### config.mk
export PLATFORM = sky130hd
export DESIGN_NAME = gamecontrol_seq_flat
export DESIGN_NICKNAME = d
export VERILOG_FILES = /design/src/rtl/gamecontrol_seq_if.sv /design/src/rtl/gamecontrol_seq.sv /design/src/flat_wrapper.sv
export SDC_FILE = /design/constraint.sdc
export NUM_CORES = 1
export LEC_CHECK = 0
export CAP_MARGIN = 5
export CORE_UTILIZATION = 40
export CTS_CLUSTER_DIAMETER = 60
export CTS_CLUSTER_SIZE = 8
export DETAILED_ROUTE_END_ITERATION = 8
export PLACE_DENSITY = 0.65
export SLEW_MARGIN = 20
export SYNTH_ARGS = -nofsm -noshare
export SYNTH_HDL_FRONTEND = slang
export SYNTH_SLANG_ARGS = --single-unit
### constraint.sdc
create_clock -name clk -period 2.4 [get_ports clk]
set_clock_uncertainty 0.15 [all_clocks]
set_input_delay 0.24 -clock clk [delete_from_list [all_inputs] [get_ports clk]]
set_output_delay 0.24 -clock clk [all_outputs]
set_load 0.02 [all_outputs]
### src/rtl/gamecontrol_seq_if.sv
// Game controller bundle: login/timer/player/display signals.
// clk and rst stay plain ports on the modules that use this bundle.
interface gamecontrol_seq_if #(
    parameter int DIGIT_W      = 4,
    parameter int SCORE_DIGITS = 2
);
    logic                      logged_in;
    logic                      game_start;
    logic [DIGIT_W-1:0]        morse_number;
    logic                      show_done;
    logic                      load;
    logic [DIGIT_W-1:0]        user_input;
    logic                      timeout;
    logic                      logout;
    logic                      reconfig;
    logic                      enable;
    logic                      show_en;
    logic [DIGIT_W-1:0]        number;
    logic [2:0]                idx;
    logic [4*SCORE_DIGITS-1:0] score;
    logic [3:0]                misses;
    logic                      correct;
    logic                      round_done;
    logic                      game_over;
    logic                      logout_from_gamecontrol;

    modport master (
        input  logged_in, game_start, morse_number, show_done,
        input  load, user_input, timeout, logout,
        output reconfig, enable, show_en, number, idx, score,
        output misses, correct, round_done, game_over,
        output logout_from_gamecontrol
    );

    modport slave (
        output logged_in, game_start, morse_number, show_done,
        output load, user_input, timeout, logout,
        input  reconfig, enable, show_en, number, idx, score,
        input  misses, correct, round_done, game_over,
        input  logout_from_gamecontrol
    );
endinterface

### src/rtl/gamecontrol_seq.sv
// Morse sequence game controller: present SEQ_LEN digits, collect entries,
// keep a saturating BCD score and a miss count.
module gamecontrol_seq #(
    parameter int SEQ_LEN      = 3,
    parameter int DIGIT_W      = 4,
    parameter int SCORE_DIGITS = 2,
    parameter int MAX_MISSES   = 3
) (
    input  logic clk,
    input  logic rst,
    gamecontrol_seq_if.master gc
);
    localparam int SW = 4 * SCORE_DIGITS;
    localparam logic [2:0] LAST = 3'(SEQ_LEN - 1);

    typedef enum logic [2:0] {
        S_IDLE, S_RECONFIG, S_WAIT, S_PRESENT,
        S_HOLD, S_ENTRY, S_DECISION, S_GAMEOVER
    } state_e;

    state_e             state_q, state_d;
    logic [DIGIT_W-1:0] seq_q [8];
    logic [DIGIT_W-1:0] seq_d [8];
    logic               flag_q, flag_d;
    logic [2:0]         idx_q, idx_d;
    logic [DIGIT_W-1:0] number_q, number_d;
    logic [SW-1:0]      score_q, score_d;
    logic [3:0]         misses_q, misses_d;
    logic               correct_q, correct_d;
    logic               enable_q, enable_d;
    logic               show_en_q, show_en_d;
    logic               game_over_q, game_over_d;
    logic               reconfig_q, reconfig_d;
    logic               round_done_q, round_done_d;
    logic               ack_q, ack_d;
    logic               go_over, restart, wipe;

    // All-nines saturates; otherwise a decimal ripple increment.
    function automatic logic [SW-1:0] bcd_inc(input logic [SW-1:0] s);
        logic [SW-1:0] r;
        logic c, nines;
        r = s;
        c = 1'b1;
        nines = 1'b1;
        for (int i = 0; i < SCORE_DIGITS; i++)
            if (s[4*i +: 4] != 4'd9) nines = 1'b0;
        if (!nines)
            for (int i = 0; i < SCORE_DIGITS; i++)
                if (c) begin
                    if (r[4*i +: 4] == 4'd9) r[4*i +: 4] = 4'd0;
                    else begin
                        r[4*i +: 4] = r[4*i +: 4] + 4'd1;
                        c = 1'b0;
                    end
                end
        return r;
    endfunction

    always_comb begin
        state_d      = state_q;
        seq_d        = seq_q;
        flag_d       = flag_q;
        idx_d        = idx_q;
        number_d     = number_q;
        score_d      = score_q;
        misses_d     = misses_q;
        correct_d    = correct_q;
        enable_d     = enable_q;
        show_en_d    = show_en_q;
        game_over_d  = game_over_q;
        reconfig_d   = 1'b0;
        round_done_d = 1'b0;
        ack_d        = 1'b0;
        go_over      = 1'b0;
        restart      = 1'b0;
        wipe         = 1'b0;
        unique case (state_q)
            S_IDLE:     if (gc.logged_in) restart = 1'b1;
            S_RECONFIG: state_d = S_WAIT;
            S_WAIT:
                if (gc.game_start) begin
                    enable_d = 1'b1;
                    state_d  = S_PRESENT;
                end
            S_PRESENT:
                if (gc.timeout) go_over = 1'b1;
                else begin
                    seq_d[idx_q] = gc.morse_number;
                    number_d     = gc.morse_number;
                    show_en_d    = 1'b1;
                    state_d      = S_HOLD;
                end
            S_HOLD:
                if (gc.timeout) go_over = 1'b1;
                else if (gc.show_done) begin
                    show_en_d = 1'b0;
                    if (idx_q == LAST) begin
                        idx_d    = '0;
                        number_d = '1;
                        state_d  = S_ENTRY;
                    end else begin
                        idx_d   = idx_q + 3'd1;
                        state_d = S_PRESENT;
                    end
                end
            S_ENTRY:
                if (gc.timeout) go_over = 1'b1;
                else if (gc.load) begin
                    if (gc.user_input != seq_q[idx_q]) flag_d = 1'b0;
                    if (idx_q == LAST) state_d = S_DECISION;
                    else idx_d = idx_q + 3'd1;
                end
            S_DECISION: begin
                round_done_d = 1'b1;
                if (flag_q) begin
                    correct_d = 1'b1;
                    score_d   = bcd_inc(score_q);
                end else begin
                    correct_d = 1'b0;
                    misses_d  = misses_q + 4'd1;
                end
                // The round's result commits even when the game ends here.
                if (gc.timeout || (MAX_MISSES != 0 && !flag_q &&
                    misses_q + 4'd1 == 4'(MAX_MISSES)))
                    go_over = 1'b1;
                else begin
                    idx_d   = '0;
                    flag_d  = 1'b1;
                    state_d = S_PRESENT;
                end
            end
            S_GAMEOVER: if (gc.game_start) restart = 1'b1;
            default:    wipe = 1'b1;
        endcase
        if (go_over) begin
            state_d     = S_GAMEOVER;
            enable_d    = 1'b0;
            show_en_d   = 1'b0;
            number_d    = '0;
            game_over_d = 1'b1;
        end
        if (restart) begin
            state_d     = S_RECONFIG;
            reconfig_d  = 1'b1;
            score_d     = '0;
            misses_d    = '0;
            correct_d   = 1'b0;
            idx_d       = '0;
            flag_d      = 1'b1;
            number_d    = '0;
            enable_d    = 1'b0;
            show_en_d   = 1'b0;
            game_over_d = 1'b0;
        end
        if (gc.logout && state_q != S_IDLE) begin
            wipe  = 1'b1;
            ack_d = 1'b1;
        end
        if (wipe) begin
            state_d      = S_IDLE;
            seq_d        = '{default: '0};
            flag_d       = 1'b1;
            idx_d        = '0;
            number_d     = '0;
            score_d      = '0;
            misses_d     = '0;
            correct_d    = 1'b0;
            enable_d     = 1'b0;
            show_en_d    = 1'b0;
            game_over_d  = 1'b0;
            reconfig_d   = 1'b0;
            round_done_d = 1'b0;
        end
    end

    always_ff @(posedge clk or posedge rst) begin
        if (rst) begin
            state_q      <= S_IDLE;
            seq_q        <= '{default: '0};
            flag_q       <= 1'b1;
            idx_q        <= '0;
            number_q     <= '0;
            score_q      <= '0;
            misses_q     <= '0;
            correct_q    <= 1'b0;
            enable_q     <= 1'b0;
            show_en_q    <= 1'b0;
            game_over_q  <= 1'b0;
            reconfig_q   <= 1'b0;
            round_done_q <= 1'b0;
            ack_q        <= 1'b0;
        end else begin
            state_q      <= state_d;
            seq_q        <= seq_d;
            flag_q       <= flag_d;
            idx_q        <= idx_d;
            number_q     <= number_d;
            score_q      <= score_d;
            misses_q     <= misses_d;
            correct_q    <= correct_d;
            enable_q     <= enable_d;
            show_en_q    <= show_en_d;
            game_over_q  <= game_over_d;
            reconfig_q   <= reconfig_d;
            round_done_q <= round_done_d;
            ack_q        <= ack_d;
        end
    end

    assign gc.reconfig                = reconfig_q;
    assign gc.enable                  = enable_q;
    assign gc.show_en                 = show_en_q;
    assign gc.number                  = number_q;
    assign gc.idx                     = idx_q;
    assign gc.score                   = score_q;
    assign gc.misses                  = misses_q;
    assign gc.correct                 = correct_q;
    assign gc.round_done              = round_done_q;
    assign gc.game_over               = game_over_q;
    assign gc.logout_from_gamecontrol = ack_q;
endmodule

### src/flat_wrapper.sv
// flat-port wrapper written by rule: the top's interface ports become plain ports
module gamecontrol_seq_flat 
#(
    parameter int SEQ_LEN      = 3,
    parameter int DIGIT_W      = 4,
    parameter int SCORE_DIGITS = 2,
    parameter int MAX_MISSES   = 3
)
  (clk, rst, gc_logged_in, gc_game_start, gc_morse_number, gc_show_done, gc_load, gc_user_input, gc_timeout, gc_logout, gc_reconfig, gc_enable, gc_show_en, gc_number, gc_idx, gc_score, gc_misses, gc_correct, gc_round_done, gc_game_over, gc_logout_from_gamecontrol);
  gamecontrol_seq_if #(.DIGIT_W(DIGIT_W), .SCORE_DIGITS(SCORE_DIGITS)) gc_i ();
  input  logic clk;
  input  logic rst;
  input wire logic [$bits(gc_i.logged_in)-1:0] gc_logged_in;
  input wire logic [$bits(gc_i.game_start)-1:0] gc_game_start;
  input wire logic [$bits(gc_i.morse_number)-1:0] gc_morse_number;
  input wire logic [$bits(gc_i.show_done)-1:0] gc_show_done;
  input wire logic [$bits(gc_i.load)-1:0] gc_load;
  input wire logic [$bits(gc_i.user_input)-1:0] gc_user_input;
  input wire logic [$bits(gc_i.timeout)-1:0] gc_timeout;
  input wire logic [$bits(gc_i.logout)-1:0] gc_logout;
  output wire logic [$bits(gc_i.reconfig)-1:0] gc_reconfig;
  output wire logic [$bits(gc_i.enable)-1:0] gc_enable;
  output wire logic [$bits(gc_i.show_en)-1:0] gc_show_en;
  output wire logic [$bits(gc_i.number)-1:0] gc_number;
  output wire logic [$bits(gc_i.idx)-1:0] gc_idx;
  output wire logic [$bits(gc_i.score)-1:0] gc_score;
  output wire logic [$bits(gc_i.misses)-1:0] gc_misses;
  output wire logic [$bits(gc_i.correct)-1:0] gc_correct;
  output wire logic [$bits(gc_i.round_done)-1:0] gc_round_done;
  output wire logic [$bits(gc_i.game_over)-1:0] gc_game_over;
  output wire logic [$bits(gc_i.logout_from_gamecontrol)-1:0] gc_logout_from_gamecontrol;
  assign gc_i.logged_in = gc_logged_in;
  assign gc_i.game_start = gc_game_start;
  assign gc_i.morse_number = gc_morse_number;
  assign gc_i.show_done = gc_show_done;
  assign gc_i.load = gc_load;
  assign gc_i.user_input = gc_user_input;
  assign gc_i.timeout = gc_timeout;
  assign gc_i.logout = gc_logout;
  assign gc_reconfig = gc_i.reconfig;
  assign gc_enable = gc_i.enable;
  assign gc_show_en = gc_i.show_en;
  assign gc_number = gc_i.number;
  assign gc_idx = gc_i.idx;
  assign gc_score = gc_i.score;
  assign gc_misses = gc_i.misses;
  assign gc_correct = gc_i.correct;
  assign gc_round_done = gc_i.round_done;
  assign gc_game_over = gc_i.game_over;
  assign gc_logout_from_gamecontrol = gc_i.logout_from_gamecontrol;
  gamecontrol_seq #(.SEQ_LEN(SEQ_LEN), .DIGIT_W(DIGIT_W), .SCORE_DIGITS(SCORE_DIGITS), .MAX_MISSES(MAX_MISSES)) u_core (.clk(clk), .rst(rst), .gc(gc_i));
endmodule
==> metrics <==
Flop pwr share 0.365; fin crit share 0.948; drt first pass iters 4; Simple-Gate Fraction of Synth Area 0.184; worst-margin pin slew 530 ps; status complete, no violations; register area share after synthesis 0.454; multiplexer share of the synthesized area 0.161; Post-Layout Cell Count 521; max cap viols 0; CTS tree yes; Max Clock Freq 440 MHz; initial antenna violation count 0; cell-internal power 2290 uW; Final Max Slew Viols 0; synthesized area 3420 um^2; Worst-Skew Late Latency 360 ps; CORE AREA 8260 um^2; CP peak stage delay 550 ps; CTS max path bufs 2; drt total wl 7820 um; Synth Warn # 0; peak supply drop 0.301 mV; routed vias/inst 5.22; CTS sink cnt 62; post-synth cell types 55; Placed Instances 505; Reg clk slew, reported paths 70 ps; Die Height 94.5 um; leading post-synthesis cells by cell area dfrtp_1 (45%), mux2i_1 (13%), nor2_1 (8.4%); Compound-Gate Fraction of Synth Area 0.0984; ys async rst share 1.00; slowest cell on the critical path or4_1; crit path DAT 2410 ps; CP Data Required Time 2540 ps; routability cong. 0.844; final number of hold-violating endpoints 0; final setup TNS 0 ps; RSZ-0062 raised after global routing no; vias in the first global route 2743; Net Sw Frac 0.363; wire length per cell 15.0 um; Primary FF master, synth dfrtp_1; number of port buffers 41; # diodes 0; CTS H-Tree Depth 3; WS Path Type register to register; RR Endpoint u_core.flag_q; CTS root buf clkbuf_8; Setup crit end kind register; R2R setup slack 130 ps; nets 435; Synth Area in Adders 0.0293; GRT Total Usage 0.202; Post-synth top cells nor2_1 (77), dfrtp_1 (61), mux2i_1 (46); most instantiated library cell after synthesis nor2_1; effective utilization at floorplan 0.414; largest net degree at the start of global routing 63; Overflow after GRT 0; Pleak 0.00197 uW; Yosys top cell area share 0.446; Die X 94.5 um; first-pass GRT wire length 13700 um; via count 2719; combinational power share 0.370; area leader, netlist dfrtp_1; die area 8930 um^2; R2R depth 6; Yosys reg bits 62; crit start category register; DR iter-0 viols 138; Worst R2R Start u_core.gc.idx[2]; syn nets 372; number of fill cells 770; DRC viols 0; Post-synth EDFFs 0; detailed placement HPWL 5590 um; Critical Path Fanout Max 7; total CTS buffers 9; share of cells above drive strength 1 0.156; relative slew slack 0.645; clock share of power 0.265; I/O pins 42; hold crit path type input port to asynchronous set/reset pin; count of final setup violators 0; post-synthesis xor/xnor area fraction 0.0282; largest family of logic cells by synthesized area simple AND/OR/NAND/NOR gates; power per cell area 832 nW/um^2; # rows 33; post-route ant nets 0; Synth Area per Inst 9.83 um^2; crit-path cells mux2i_1, mux4_2, xor2_1, nand4_1, or4_1, o211ai_2; Tmin final 2270 ps; switching power 1300 uW; area grow syn2layout 26.0%; Mapped Cells 348
-- layout by cell type, fill, tap and decap left out, drive strengths merged, types with 2 or more instances in the layout --
cell type / Yosys / final
a211oi: 3 / 3
a21boi: 3 / 3
a21oi: 20 / 20
a22oi: 3 / 3
a31oi: 2 / 2
and2: 2 / 2
buf: 12 / 32
clkbuf: 9 / 13
clkdlybuf4s50: 0 / 41
dfrtp: 61 / 61
ha: 8 / 8
inv: 11 / 11
mux2i: 46 / 46
mux4: 4 / 4
nand2: 17 / 17
nand2b: 4 / 4
nand3: 7 / 7
nand3b: 4 / 4
nand4: 3 / 3
nor2: 78 / 78
nor2b: 2 / 2
nor3: 7 / 7
o21ai: 6 / 6
o21bai: 2 / 2
o22ai: 3 / 3
or2: 2 / 2
or4: 2 / 2
xnor2: 7 / 7
xor2: 4 / 4
-- final cells by class --
class / count / area (um^2) / area share
Clock buffer: 13 / 159 / 0.0369
Sequential cell: 62 / 1550 / 0.360
Inverter: 11 / 41.3 / 0.00958
Clock inverter: 3 / 42.5 / 0.00987
Tap cell: 105 / 131 / 0.0305
Timing Repair Buffer: 73 / 663 / 0.154
Multi-Input combinational cell: 254 / 1720 / 0.399
-- worst max-delay path: cells and delay by family, from the launching register on --
kind	cells	cell delay, ps
simple gates	2	680
mux	2	630
flops	1	480
xor+xnor	1	170
compound gates	1	90
-- sequential cells by signal (all words and copies together) (netlist names), 3 cells and up --
name              cells
u_core.seq_q         32
u_core.gc.score       8
u_core.gc.misses      4
u_core.gc.number      4
u_core.gc.idx         3
u_core.state_q        3
-- stage by stage --
stage	hold slack, ps	cell area (um^2)	total power, uW	worst slack [ps]	util
finish	110	4310	3590	126	0.522
CTS	124	4310	3600	106	0.521
global placement	350	4100	2630	71.4	0.497
global route	157	4310	3820	27.9	0.522
floorplan	156	3420	2150	181	-
detailed placement	359	4100	2630	96.3	0.497
-- how the worst max path moves through the flow --
stage / start / to / slack (ps) / depth (start not counted)
floorplan: u_core.gc.idx[2] / u_core.flag_q / 180 / 7
CTS: u_core.gc.idx[2] / u_core.flag_q / 110 / 6
finish: u_core.gc.idx[2] / u_core.flag_q / 130 / 6
global route: u_core.gc.idx[2] / u_core.flag_q / 30 / 6
detailed placement: gc_timeout / u_core.state_q[0] / 100 / 7
global placement: gc_timeout / u_core.gc.idx[2] / 70 / 7
-- repair_timing --
action,in CTS,in global routing
resized for setup,0,2
endpoints found under the setup margin,0,1
hold endpoints to repair,0,0
buffers inserted,0,0
hold buffers,0,0
-- power groups by stage --
stage                     Clock, uW  Sequential, uW  Combinational, uW
final                           950            1310               1330
after global routing           1020            1330               1470
after CTS                       969            1300               1320
after detailed placement          0            1320               1310
after global placement            0            1320               1300
after floorplan                   0            1330                818
-- metal layers --
layer	vias to the layer above	wire, um	global-route usage
li1	1322	-	-
met1	1316	3690	0.260
met2	66	3650	0.329
met3	15	348	0.0523
met4	0	136	0.0682
met5	-	0	0
-- cell families (layout without fill, tap and decap cells) --
kind of cell    after synthesis  count (layout)
simple gates                133             133
flops                        62              62
compound gates               52              52
mux                          50              50
buf+inv                      32             100
xor+xnor                     11              11
fa+ha+maj                     8               8
(Power assumes the default switching activity.)
